==> config.mk <==
export PLATFORM = sky130hd
export DESIGN_NAME = rx_chan_scheduler_flat
export DESIGN_NICKNAME = d
export VERILOG_FILES = /design/src/rtl/rx_chan_scheduler_pkg.sv /design/src/rtl/rx_chan_scheduler_if.sv /design/src/rtl/rx_chan_scheduler_rr_pick.sv /design/src/rtl/rx_chan_scheduler.sv /design/src/flat_wrapper.sv
export SDC_FILE = /design/constraint.sdc
export NUM_CORES = 1
export LEC_CHECK = 0
export ABC_AREA = 1
export CORE_AREA = 4 4 75 77
export DETAILED_ROUTE_END_ITERATION = 16
export DIE_AREA = 0 0 79 81
export DONT_BUFFER_PORTS = 1
export PLACE_DENSITY_LB_ADDON = 0.2
export SLEW_MARGIN = 20
export SYNTH_ARGS = -nofsm -noshare
export SYNTH_HDL_FRONTEND = slang
export SYNTH_SLANG_ARGS = --single-unit
==> constraint.sdc <==
create_clock -name rxclk -period 29.9 [get_ports rxclk]
set_clock_uncertainty 0.2 [all_clocks]
set_input_delay 5.98 -clock rxclk [delete_from_list [all_inputs] [get_ports rxclk]]
set_output_delay 5.98 -clock rxclk [all_outputs]
set_load 0.01 [all_outputs]
==> src/rtl/rx_chan_scheduler_pkg.sv <==
// Shared definitions for the RX channel scheduler: FSM state encoding,
// default packet geometry and a small pointer-wrap helper.
package rx_sched_pkg;

  // FSM state encoding (2 bits)
  localparam logic [1:0] ST_IDLE  = 2'd0;
  localparam logic [1:0] ST_HDR   = 2'd1;
  localparam logic [1:0] ST_BURST = 2'd2;
  localparam logic [1:0] ST_GAP   = 2'd3;

  // Default packet geometry
  localparam int DEF_HDR_WORDS     = 4;
  localparam int DEF_PAYLOAD_WORDS = 252;

  // Reduce a round-robin pointer (0..8) modulo n (1..8) without a divider.
  // n == 0 returns the pointer unchanged; callers never use it in that case.
  function automatic logic [3:0] wrap_ptr(input logic [3:0] ptr, input logic [3:0] n);
    logic [3:0] r;
    r = ptr;
    for (int i = 0; i < 8; i++) begin
      if (n != 4'd0 && r >= n) r = r - n;
    end
    return r;
  endfunction

endpackage

==> src/rtl/rx_chan_scheduler_if.sv <==
// Bus between the packet-writer environment and the RX channel scheduler.
// Handshake: a FIFO i "offers" a packet when chan_ready[i] is high and the
// sink "accepts" when have_space is high; a grant happens only in IDLE when
// both hold for an eligible FIFO, and once granted the packet always runs to
// completion (the offer/accept pair is an admission check, not a per-word
// handshake). fsm_state exposes the scheduler FSM for observation.
interface rx_chan_scheduler_if #(parameter int NUM_CHAN = 1);
  logic [3:0]        nchan;
  logic [NUM_CHAN:0] chan_ready;
  logic              have_space;
  logic [3:0]        rd_select;
  logic              chan_rdreq;
  logic              hdr_phase;
  logic              pkt_start;
  logic              pkt_done;
  logic [15:0]       grant_count;
  logic [1:0]        fsm_state;

  modport master (
    output nchan, chan_ready, have_space,
    input  rd_select, chan_rdreq, hdr_phase, pkt_start, pkt_done, grant_count, fsm_state
  );

  modport slave (
    input  nchan, chan_ready, have_space,
    output rd_select, chan_rdreq, hdr_phase, pkt_start, pkt_done, grant_count, fsm_state
  );
endinterface

==> src/rtl/rx_chan_scheduler_rr_pick.sv <==
// Combinational round-robin picker: first set request bit at or after start,
// wrapping modulo N.
module rr_pick #(
  parameter int N = 1
) (
  input  logic [N-1:0] req,
  input  logic [3:0]   start,
  output logic [3:0]   idx,
  output logic         valid
);

  logic [15:0] req_ext;
  logic [4:0]  c;

  assign req_ext = 16'(req);

  // Scan N positions starting at 'start'; the first hit wins.
  always_comb begin
    idx   = 4'd0;
    valid = 1'b0;
    c     = 5'd0;
    for (int k = 0; k < N; k++) begin
      c = {1'b0, start} + 5'(k);
      if (c >= 5'(N)) c = c - 5'(N);
      if (!valid && req_ext[c[3:0]]) begin
        valid = 1'b1;
        idx   = c[3:0];
      end
    end
  end

endmodule

==> src/rtl/rx_chan_scheduler.sv <==
// RX channel scheduler: grants one FIFO per packet (command FIFO first, data
// FIFOs round-robin), then sequences header, payload burst and a gap cycle.
// Optional macro RX_SCHED_STATS_EN adds a saturating packet-grant counter.
module rx_chan_scheduler
  import rx_sched_pkg::*;
#(
  parameter int NUM_CHAN      = 1,
  parameter int HDR_WORDS     = DEF_HDR_WORDS,
  parameter int PAYLOAD_WORDS = DEF_PAYLOAD_WORDS
) (
  input  logic rxclk,
  input  logic reset,
  rx_chan_scheduler_if.slave bus
);

  logic [1:0]          state;
  logic [8:0]          cnt;
  logic [3:0]          sel;
  logic [3:0]          rr_ptr;     // last data grant + 1, reduced at use
  logic [3:0]          nclamp;
  logic [3:0]          start;
  logic [NUM_CHAN-1:0] data_mask;
  logic [3:0]          pick_idx;
  logic                pick_valid;
  logic                cmd_req;
  logic                grant;

  assign nclamp  = (bus.nchan > 4'(NUM_CHAN)) ? 4'(NUM_CHAN) : bus.nchan;
  assign start   = wrap_ptr(rr_ptr, nclamp);
  assign cmd_req = bus.chan_ready[NUM_CHAN];
  assign grant   = bus.have_space && (cmd_req || pick_valid);

  // Only data channels below the clamped channel count may request.
  always_comb begin
    data_mask = '0;
    for (int i = 0; i < NUM_CHAN; i++) begin
      data_mask[i] = bus.chan_ready[i] && (4'(i) < nclamp);
    end
  end

  rr_pick #(.N(NUM_CHAN)) u_pick (
    .req   (data_mask),
    .start (start),
    .idx   (pick_idx),
    .valid (pick_valid)
  );

  // Packet FSM; one down-counter serves both header and burst phases.
  always_ff @(posedge rxclk) begin
    if (reset) begin
      state  <= ST_IDLE;
      cnt    <= 9'd0;
      sel    <= 4'd0;
      rr_ptr <= 4'd0;
    end else begin
      case (state)
        ST_IDLE: begin
          if (grant) begin
            state <= ST_HDR;
            cnt   <= 9'(HDR_WORDS - 1);
            if (cmd_req) begin
              sel <= 4'(NUM_CHAN);
            end else begin
              sel    <= pick_idx;
              rr_ptr <= pick_idx + 4'd1;
            end
          end
        end
        ST_HDR: begin
          if (cnt == 9'd0) begin
            state <= ST_BURST;
            cnt   <= 9'(PAYLOAD_WORDS - 1);
          end else begin
            cnt <= cnt - 9'd1;
          end
        end
        ST_BURST: begin
          if (cnt == 9'd0) state <= ST_GAP;
          else             cnt   <= cnt - 9'd1;
        end
        default: state <= ST_IDLE;
      endcase
    end
  end

  assign bus.rd_select  = sel;
  assign bus.chan_rdreq = (state == ST_BURST);
  assign bus.hdr_phase  = (state == ST_HDR);
  assign bus.pkt_start  = (state == ST_HDR) && (cnt == 9'(HDR_WORDS - 1));
  assign bus.pkt_done   = (state == ST_GAP);
  assign bus.fsm_state  = state;

`ifdef RX_SCHED_STATS_EN
  logic [15:0] grant_q;

  // Count packets started, saturating at all-ones.
  always_ff @(posedge rxclk) begin
    if (reset)                                  grant_q <= 16'd0;
    else if (bus.pkt_start && grant_q != 16'hFFFF) grant_q <= grant_q + 16'd1;
  end

  assign bus.grant_count = grant_q;
`else
  assign bus.grant_count = 16'd0;
`endif

endmodule

==> src/flat_wrapper.sv <==
// flat-port wrapper written by rule: the top's interface ports become plain ports
module rx_chan_scheduler_flat import rx_sched_pkg::*;
#(
  parameter int NUM_CHAN      = 1,
  parameter int HDR_WORDS     = DEF_HDR_WORDS,
  parameter int PAYLOAD_WORDS = DEF_PAYLOAD_WORDS
)
  (rxclk, reset, bus_nchan, bus_chan_ready, bus_have_space, bus_rd_select, bus_chan_rdreq, bus_hdr_phase, bus_pkt_start, bus_pkt_done, bus_grant_count, bus_fsm_state);
  rx_chan_scheduler_if #(.NUM_CHAN(NUM_CHAN)) bus_i ();
  input  logic rxclk;
  input  logic reset;
  input wire logic [$bits(bus_i.nchan)-1:0] bus_nchan;
  input wire logic [$bits(bus_i.chan_ready)-1:0] bus_chan_ready;
  input wire logic [$bits(bus_i.have_space)-1:0] bus_have_space;
  output wire logic [$bits(bus_i.rd_select)-1:0] bus_rd_select;
  output wire logic [$bits(bus_i.chan_rdreq)-1:0] bus_chan_rdreq;
  output wire logic [$bits(bus_i.hdr_phase)-1:0] bus_hdr_phase;
  output wire logic [$bits(bus_i.pkt_start)-1:0] bus_pkt_start;
  output wire logic [$bits(bus_i.pkt_done)-1:0] bus_pkt_done;
  output wire logic [$bits(bus_i.grant_count)-1:0] bus_grant_count;
  output wire logic [$bits(bus_i.fsm_state)-1:0] bus_fsm_state;
  assign bus_i.nchan = bus_nchan;
  assign bus_i.chan_ready = bus_chan_ready;
  assign bus_i.have_space = bus_have_space;
  assign bus_rd_select = bus_i.rd_select;
  assign bus_chan_rdreq = bus_i.chan_rdreq;
  assign bus_hdr_phase = bus_i.hdr_phase;
  assign bus_pkt_start = bus_i.pkt_start;
  assign bus_pkt_done = bus_i.pkt_done;
  assign bus_grant_count = bus_i.grant_count;
  assign bus_fsm_state = bus_i.fsm_state;
  rx_chan_scheduler #(.NUM_CHAN(NUM_CHAN), .HDR_WORDS(HDR_WORDS), .PAYLOAD_WORDS(PAYLOAD_WORDS)) u_core (.rxclk(rxclk), .reset(reset), .bus(bus_i));
endmodule
# Word-level counts from Yosys, hierarchy flattened
# Cells that the tools add are included.
dict set report word_totals {
  reg_bits 19
  latchBits 0
  mem_bits_rw 0
  rom_bits 0
  in_bits 9
  output_inout_bits 26
  elab_cells 79
  mem_count 0
}
dict set report classes {
  add_sub_neg 11
  multipliers 0
  n_div 0
  order_cmp 12
  n_eq_ne 8
  n_shift 0
  mux 23
  bitwise 1
  n_reduce_logical 20
}
# operator n
set op_table {}
lappend op_table {{two-way mux 4 bit} 12}
lappend op_table {{>= comparator 4 bit} 8}
lappend op_table {{subtractor 4 bit} 8}
lappend op_table {{two-way mux 9 bit} 3}
lappend op_table {{one-hot mux 9 bit (3 select lines)} 1}
lappend op_table {{logical AND 1 bit} 11}
lappend op_table {{== test 9 x 2 -> 1 bit, second input constant} 1}
lappend op_table {{zero test 9 bit} 1}
lappend op_table {{AND reduction 3 bit} 3}
lappend op_table {{subtractor 9 x 1 -> 9 bit, second input constant} 1}
lappend op_table {{two-way mux 2 bit} 3}
lappend op_table {{!= test 2 x 1 -> 1 bit, second input constant} 3}
lappend op_table {{one-hot mux 2 bit (3 select lines)} 1}
lappend op_table {{< comparator 4 x 5 -> 1 bit, second input constant} 1}
lappend op_table {{adder 4 x 1 -> 4 bit, second input constant} 1}
lappend op_table {{binary-select mux 1 bit (select 4 bit)} 1}
lappend op_table {{== test 2 bit, second input constant} 2}
lappend op_table {{>= comparator 4 x 1 -> 1 bit, second input constant} 1}
lappend op_table {{> comparator 4 x 1 -> 1 bit, second input constant} 1}
lappend op_table {{< comparator 1 x 4 -> 1 bit, first input constant} 1}
lappend op_table {{nonzero test 4 bit} 1}
lappend op_table {{subtractor 4 x 1 -> 4 bit, second input constant} 1}
lappend op_table {{nonzero test 3 bit} 1}
lappend op_table {{== test 2 x 1 -> 1 bit, second input constant} 1}
lappend op_table {{6 further kinds} 7}

# Longest topological paths before layout
# Gate-level depths: netlist (run 1).
dict set report logic_depth {
  word_depth 35
  ltp_mapped 92
  ltp_nobuf 91
}

# Modules after synthesis
# A second synthesis (run 1) with hierarchy kept.
dict set report hier_totals {
  cells_unflattened 447
  area_unflattened_um2 3190.6
}
# mod n_inst cells_per_inst area_each_um2 seq_area_each_um2
set modules_own_cells {}
lappend modules_own_cells {rx_chan_scheduler 1 418 3030.4 380.4}
lappend modules_own_cells {rr_pick 1 29 160.2 0.0}

# Worst setup path after synthesis (run 1)
# No wires, ideal clock.
dict set report synth_timing {
  kind {input -> register}
  startpoint {in bus_nchan[3]}
  endpoint {reg u_core.cnt[5]}
  setup_time_ns 0.114
  arrival_ns 16.826
  t_required_ns 29.586
  path_slack_ns 12.760
  cell_stages 82
  path_buffers 1
  path_cell_list {inv_1 nand2_1 nor2_2 inv_2 buf_6 ha_1 inv_1 fa_1 inv_1 nand2_1 nand2_1 nand2_1 nand3_1 nand2_1 ha_1 fa_1 nand3b_1 nand3_1 [46 not listed] nand2_1 or2_2 and2_1 ha_1 nand2_1 inv_1 nand3_1 nand2_1 nand2_1 nand2_1 nor2_2 nand3_1 nand2_2 nand2_4 nand2_8 nand2_8 nor2_1 nor2_2}
}
dict set report synth_between {
  elab_chain_len 35
  elab_cells_between_ends 47
  cone_classes {add/sub: 9; order compare: 11; eq/ne: 1; mux: 13; reduce/logical: 13}
}
# item line_no
set synth_lines {}
lappend synth_lines {{start, declared} flat_wrapper.sv:12} ;# input wire logic [$bits(bus_i.nchan)-1:0] bus_nchan;
lappend synth_lines {{> comparator 4 x 1 -> 1 bit} rx_chan_scheduler.sv:28} ;# assign nclamp = (bus.nchan > 4'(NUM_CHAN)) ? 4'(NUM_CHAN) : bus.nchan;
lappend synth_lines {{two-way mux 4 bit *} rx_chan_scheduler.sv:28}
lappend synth_lines {{>= comparator 4 bit / nonzero test 4 bit (equally long branches)} rx_chan_scheduler_pkg.sv:21} ;# if (n != 4'd0 && r >= n) r = r - n;
lappend synth_lines {{logical AND 1 bit} rx_chan_scheduler_pkg.sv:21}
lappend synth_lines {{two-way mux 4 bit} rx_chan_scheduler_pkg.sv:21}
lappend synth_lines {{>= comparator 4 bit} rx_chan_scheduler_pkg.sv:21}
lappend synth_lines {{logical AND 1 bit} rx_chan_scheduler_pkg.sv:21}
lappend synth_lines {{two-way mux 4 bit} rx_chan_scheduler_pkg.sv:21}
lappend synth_lines {{[19 not listed]} --}
lappend synth_lines {{two-way mux 4 bit} rx_chan_scheduler_rr_pick.sv:24} ;# if (c >= 5'(N)) c = c - 5'(N);
lappend synth_lines {{binary-select mux 1 bit (select 4 bit) *} rx_chan_scheduler_rr_pick.sv:25} ;# if (!valid && req_ext[c[3:0]]) begin
lappend synth_lines {{two-way mux 1 bit (implied by the code) *} rx_chan_scheduler_rr_pick.sv:25}
lappend synth_lines {{two-way mux 1 bit *} rx_chan_scheduler_rr_pick.sv:25}
lappend synth_lines {{logical OR 1 bit *} rx_chan_scheduler.sv:31} ;# assign grant = bus.have_space && (cmd_req || pick_valid);
lappend synth_lines {{logical AND 1 bit *} rx_chan_scheduler.sv:31}
lappend synth_lines {{!= test 2 x 1 -> 1 bit (no line) *} --}
lappend synth_lines {{AND reduction 3 bit (no line) *} --}
lappend synth_lines {{end signal, assigned} rx_chan_scheduler.sv:60} ;# cnt <= 9'(HDR_WORDS - 1);
lappend synth_lines {{end signal, assigned} rx_chan_scheduler.sv:72} ;# cnt <= 9'(PAYLOAD_WORDS - 1);
lappend synth_lines {{end signal, assigned} rx_chan_scheduler.sv:74} ;# cnt <= cnt - 9'd1;
lappend synth_lines {{end, declared} rx_chan_scheduler.sv:17} ;# logic [8:0] cnt;
# Mark *: on every way between the ends. The rest lies on a longest branch, timed or not. The select of a mux whose other input is x is not followed.
# A chain may end at the register's enable or synchronous reset.

# Final worst setup path (run 1)
dict set report layout_timing {
  startpoint {in bus_nchan[0]}
  endpoint {reg u_core.sel[0] (netlist: u_core.bus.rd_select[0])}
}
dict set report layout_between {
  elab_chain_len 34
  elab_cells_between_ends 48
  cone_classes {add/sub: 9; order compare: 11; mux: 15; reduce/logical: 13}
}
# item line_no
set layout_lines {}
lappend layout_lines {{> comparator 4 x 1 -> 1 bit} rx_chan_scheduler.sv:28}
lappend layout_lines {{two-way mux 4 bit *} rx_chan_scheduler.sv:28}
lappend layout_lines {{>= comparator 4 bit / nonzero test 4 bit (equally long branches)} rx_chan_scheduler_pkg.sv:21}
lappend layout_lines {{logical AND 1 bit} rx_chan_scheduler_pkg.sv:21}
lappend layout_lines {{two-way mux 4 bit} rx_chan_scheduler_pkg.sv:21}
lappend layout_lines {{>= comparator 4 bit} rx_chan_scheduler_pkg.sv:21}
lappend layout_lines {{logical AND 1 bit} rx_chan_scheduler_pkg.sv:21}
lappend layout_lines {{two-way mux 4 bit} rx_chan_scheduler_pkg.sv:21}
lappend layout_lines {{[18 not listed]} --}
lappend layout_lines {{subtractor 4 x 1 -> 4 bit / >= comparator 4 x 1 -> 1 bit (equally long branches)} rx_chan_scheduler_rr_pick.sv:24}
lappend layout_lines {{two-way mux 4 bit} rx_chan_scheduler_rr_pick.sv:24}
lappend layout_lines {{binary-select mux 1 bit (select 4 bit)} rx_chan_scheduler_rr_pick.sv:25}
lappend layout_lines {{two-way mux 1 bit (implied by the code)} rx_chan_scheduler_rr_pick.sv:25}
lappend layout_lines {{two-way mux 1 bit} rx_chan_scheduler_rr_pick.sv:25}
lappend layout_lines {{logical OR 1 bit} rx_chan_scheduler.sv:31}
lappend layout_lines {{logical AND 1 bit} rx_chan_scheduler.sv:31}
lappend layout_lines {{AND reduction 2 bit (no line)} --}
lappend layout_lines {{end signal, assigned} rx_chan_scheduler.sv:62} ;# sel <= 4'(NUM_CHAN);
lappend layout_lines {{end signal, assigned} rx_chan_scheduler.sv:64} ;# sel <= pick_idx;
lappend layout_lines {{end, declared} rx_chan_scheduler.sv:18} ;# logic [3:0] sel;
# Marks and branches as above.

==> results.toml, run 1 <==
[outcome]
status = "finished, final reports clean"

[global_route]
grtUsageTotal = 0.210
grt_pass1_wl_microns = 11100
grt_max_degree = 21
grt_busiest_layer = "met2"
antenna_found_initial = 0
grtUsageMet1 = 0.257
grt_pass1_vias = 2699
use_met2 = 0.391
gr-usage-met3 = 0.0200
grt-ovfl-total = 0

[drt]
vias_per_cell = 4.92
drcViolationCount = 0
drt-total-wl_microns = 6080
ant_nets = 0
drt-initial-drc-count = 113
vias = 2824
dr.pass1.iters = 4
avgRoutedWirePerCell_microns = 10.6

[sta]
max_freq_mhz = 54.8
fin_tns_setup_ns = 0
post-route-period-util = 0.610
tightest_slew_ns = 0.533
maxSlewHeadroom = 0.644
rsz0062_at_grt = "false"
finalCriticalPeriod_ns = 18.25
slew_viol_final = 0
setup_viol = 0
hold_viol_final = 0

[logic_synthesis]
ys_warn_count = 0
synth_cell_types = 34
ys_ff_latch = 19
syn_area_per_cell_sq_um = 6.45
synthCells = 470
ys_seq_area_frac = 0.126
syn_area_sq_um = 3030

[critical_path]
setup.worst_path.end_class = "flip-flop"
critPathMaxFanout = 20
cp_top_family = "simple AND/OR/NAND/NOR gates"
path_buf_inv = 8
slowest_delay_ns = 0.43
cp.required_ns = 29.84
cp.arrival_ns = 18.20
start_kind = "input port"
cp_slowest_cell = "fa_1"
criticalPathCategory = "input port to flip-flop"
rrSetupSlack_ns = 17.46
worst_path_most_repeated_cell = "nand2_1"

[cts]
cts_tree = "done"
clkSinkCount = 19
htreeDepth = 1
postCtsSetupRepairBufs = 0
cts-hold-fix-buffers = 0
clockBufferDepth = 2
clk-insertion-delay-late_ns = 0.26
cts-resized-gates = 0
clkTransAtPathRegs_ns = 0.07
cts_root_buf = "clkbuf_8"
cts_buffers = 3

[layout]
stdcell_area_sq_um = 3210
regArea_sq_um = 380
drive_gt1_frac = 0.0675
multi_input_area_sq_um = 2450
final_cells = 574
area_growth_pct = 5.86
antenna_cells = 0
fin_util = 0.640
n_fill_cell = 515
mostFrequentLayoutCell = "nand2_1"
layout_common_cells = "nand2_1, inv_1, nand3_1, conb_1, ha_1"
fin_nets = 563

[job]
maxCapViolations = 0

[floorplanning]
die_w_microns = 79
io_pins = 35
rows = 26
fp.dieH_microns = 81
start_util = 0.605
dieArea_sq_um = 6400
core_area_sq_um = 5010

[place]
port_buffers = 0
dp.cells = 570
post-dp-hpwl_microns = 5230
dpl_cell_area_sq_um = 3160
gp_congestion = 0.892

[hold_path]
hold_path.class = "flip-flop to flip-flop"
## cell usage after synthesis (all sizes together)
| cell | instances | share of area |
|---|---|---|
| o211ai | 2 | 0.0050 |
| nand4 | 4 | 0.0083 |
| nand3b | 3 | 0.0074 |
| dfxtp | 19 | 0.13 |
| o21ai | 12 | 0.020 |
| xnor2 | 7 | 0.020 |
| a21oi | 23 | 0.038 |
| o21bai | 1 | 0.0025 |
| inv | 64 | 0.079 |
| a21o | 3 | 0.0078 |
| nor2 | 42 | 0.055 |
| o21a | 1 | 0.0025 |
| buf | 18 | 0.045 |
| nor3 | 3 | 0.0050 |
| or2 | 9 | 0.019 |
| nand3 | 58 | 0.10 |
| fa | 8 | 0.053 |
| ha | 41 | 0.17 |
| and2 | 7 | 0.014 |
| xor2 | 11 | 0.032 |
| clkinv | 1 | 0.0012 |
| conb | 2 | 0.0025 |
| nand2 | 131 | 0.19 |
## worst register-to-register path: cells and delay by family, from the launching register on
family / cells / cell delay, ns
buffers and inverters: 7 / 0.50
adder cells (fa/ha/maj): 15 / 4.62
AO/OA/AOI/OAI: 11 / 1.35
AND/OR/NAND/NOR: 43 / 5.35
flip-flops: 1 / 0.32
## worst paths after layout
kind,startpoint,endpoint,cells past startpoint
worst max-delay path,bus_nchan[0],u_core.bus.rd_select[0]$_SDFFE_PP0P_,79
worst min-delay path,u_core.rr_ptr[3]$_SDFFE_PP0P_,u_core.rr_ptr[3]$_SDFFE_PP0P_,2
worst max register to register,u_core.rr_ptr[0]$_SDFFE_PP0P_,u_core.bus.rd_select[0]$_SDFFE_PP0P_,76
worst min register to register,u_core.rr_ptr[3]$_SDFFE_PP0P_,u_core.rr_ptr[3]$_SDFFE_PP0P_,2
## stage by stage
| stage | hold slack [ns] | setup WS (ns) |
|---|---|---|
| 2_1_floorplan | 0.235 | 12.76 |
| 3_3_place_gp | 0.257 | 11.69 |
| 3_5_place_dp | 0.265 | 11.36 |
| 4_1_cts | 0.278 | 11.61 |
| 5_1_grt | 0.328 | 10.45 |
| 6_report | 0.272 | 11.65 |
## registers in the layout, indices dropped and copies added, names as in the netlist
signal                cells
u_core.bus.rd_select      4
u_core.cnt                9
u_core.bus.fsm_state      2
u_core.rr_ptr             4
## layer usage
layer	vias up	wire, microns
met3	6	173
met2	43	3040
met4	0	65
li1	1503	-
met1	1272	2800
met5	-	0
## kinds of logic (layout without fill, tap and decap cells)
logic type,Yosys count,after routing,synth area share
AND/OR/NAND/NOR,257,257,0.397
buffers and inverters,83,69,0.126
adder cells (fa/ha/maj),49,49,0.222
AO/OA/AOI/OAI,42,42,0.0756
flip-flops,19,19,0.126
XOR/XNOR,18,18,0.0520
other,2,50,0.00248
## area by class of cell
type,count,area share
multi-input combinational,416,0.764
sequential,19,0.119
tap,70,0.0273
inverter,65,0.0761
clock inverter,1,0.00156
clock buffer,3,0.0129
Power of run 1 is left out: the tool's default activity adds up to more than one toggle a clock period on the data nets, which glitch-free logic cannot reach.
==> run 2: changes to the inputs <==
==> constraint.sdc (replaced) <==
create_clock -name rxclk -period 17.04 [get_ports rxclk]
set_clock_uncertainty 0.2 [all_clocks]
set_input_delay 3.408 -clock rxclk [delete_from_list [all_inputs] [get_ports rxclk]]
set_output_delay 3.408 -clock rxclk [all_outputs]
set_load 0.01 [all_outputs]
==> results.toml, run 2 (same netlist as run 1, synthesis figures left out) <==
[cts]
cts_tree = "done"
clockBufferDepth = 2
clkTransAtPathRegs_ns = 0.06
clk-insertion-delay-late_ns = 0.26
htreeDepth = 1
cts-hold-fix-buffers = 0
cts_buffers = 3
cts-resized-gates = 0
cts_root_buf = "clkbuf_8"
postCtsSetupRepairBufs = 0
clkSinkCount = 19

[critical_path]
slowest_delay_ns = 0.42
criticalPathCategory = "input port to flip-flop"
cp.arrival_ns = 15.58
critPathMaxFanout = 20
start_kind = "input port"
setup.worst_path.end_class = "flip-flop"
worst_path_most_repeated_cell = "nand2_1"
worst-r2r-cell-count = 78
cp_slowest_cell = "fa_1"
cp.required_ns = 17.03

[hold_path]
hold_path.class = "flip-flop to flip-flop"
min_path_cells = 2

[drt]
dr.max_layer_used = "met4"
drt-total-wl_microns = 5990
drt-initial-drc-count = 85
wl_met2_microns = 2930
drcViolationCount = 0
dr.pass1.iters = 4
vias = 2773
vias_per_cell = 4.83
ant_nets = 0
wl_met3_microns = 136
m1WireLength_microns = 2890
avgRoutedWirePerCell_microns = 10.4

[sta]
post-route-period-util = 0.915
max_freq_mhz = 64.1
setup_viol = 0
fin_tns_setup_ns = 0
rsz0062_at_grt = "false"
hold_viol_final = 0
slew_viol_final = 0
maxSlewHeadroom = 0.645
tightest_slew_ns = 0.532
finalCriticalPeriod_ns = 15.59

[floorplanning]
dieArea_sq_um = 6400
rows = 26
start_util = 0.605
io_pins = 35
core_area_sq_um = 5010
fp.dieH_microns = 81
die_w_microns = 79

[job]
maxCapViolations = 0

[layout]
drive_gt1_frac = 0.0655
multi_input_area_sq_um = 2450
largest_reg_flops = 9
mostFrequentLayoutCell = "nand2_1"
layout_common_cells = "nand2_1, inv_1, nand3_1, conb_1, ha_1"
fin_util = 0.640
n_fill_cell = 495
antenna_cells = 0
fin_nets = 563
regArea_sq_um = 380
regMostFlops = "u_core.cnt"
area_growth_pct = 5.82

[place]
port_buffers = 0
post-dp-hpwl_microns = 5190
gp_congestion = 0.898

[global_route]
grt-ovfl-total = 0
grtUsageTotal = 0.196
grt_max_degree = 21
grt_pass1_vias = 2524
antenna_found_initial = 0
grt_pass1_wl_microns = 10500

[outcome]
status = "finished, final reports clean"
[run 2: cell types whose count changed in the layout (fill, tap and decap cells not counted), sizes merged]
| cell | before | now |
|---|---|---|
| clkbuf | 3 | 4 |
| clkinv | 2 | 1 |
[run 2: metal layers]
| layer | global-route usage | vias to the layer above |
|---|---|---|
| li1 | - | 1511 |
| met1 | 0.253 | 1231 |
| met2 | 0.359 | 27 |
| met3 | 0.0211 | 4 |
| met4 | 0.0309 | 0 |
| met5 | 0 | - |
[run 2: worst paths after layout]
path / from / to / slack [ns]
worst min-delay path: u_core.rr_ptr[3]$_SDFFE_PP0P_ / u_core.rr_ptr[3]$_SDFFE_PP0P_ / 0.29
worst max register to register: u_core.rr_ptr[0]$_SDFFE_PP0P_ / u_core.rr_ptr[1]$_SDFFE_PP0P_ / 4.77
worst max-delay path: bus_nchan[3] / u_core.rr_ptr[1]$_SDFFE_PP0P_ / 1.45
worst min register to register: u_core.rr_ptr[3]$_SDFFE_PP0P_ / u_core.rr_ptr[3]$_SDFFE_PP0P_ / 0.29
[run 2: area by class of cell]
cell class | instances | area share
sequential | 19 | 0.119
multi-input combinational | 416 | 0.764
tap | 70 | 0.0273
clock buffer | 4 | 0.0140
inverter | 65 | 0.0761
[run 2: per-stage QoR]
step,hold WS [ns],cell area [sq um],cells,setup WS [ns]
2_1_floorplan,0.235,3210,518,2.47
5_1_grt,0.293,3210,574,0.212
4_1_cts,0.286,3210,574,1.44
3_5_place_dp,0.277,3160,570,1.21
3_3_place_gp,0.264,3160,570,1.47
6_report,0.285,3210,574,1.45
[run 2: critical path: cells and delay by family]
kind	cells	cell delay [ns]
fa+ha+maj	14	4.41
simple gates	47	5.52
compound gates	10	1.24
buf+inv	10	0.95
Power of run 2 is left out for the same reason.
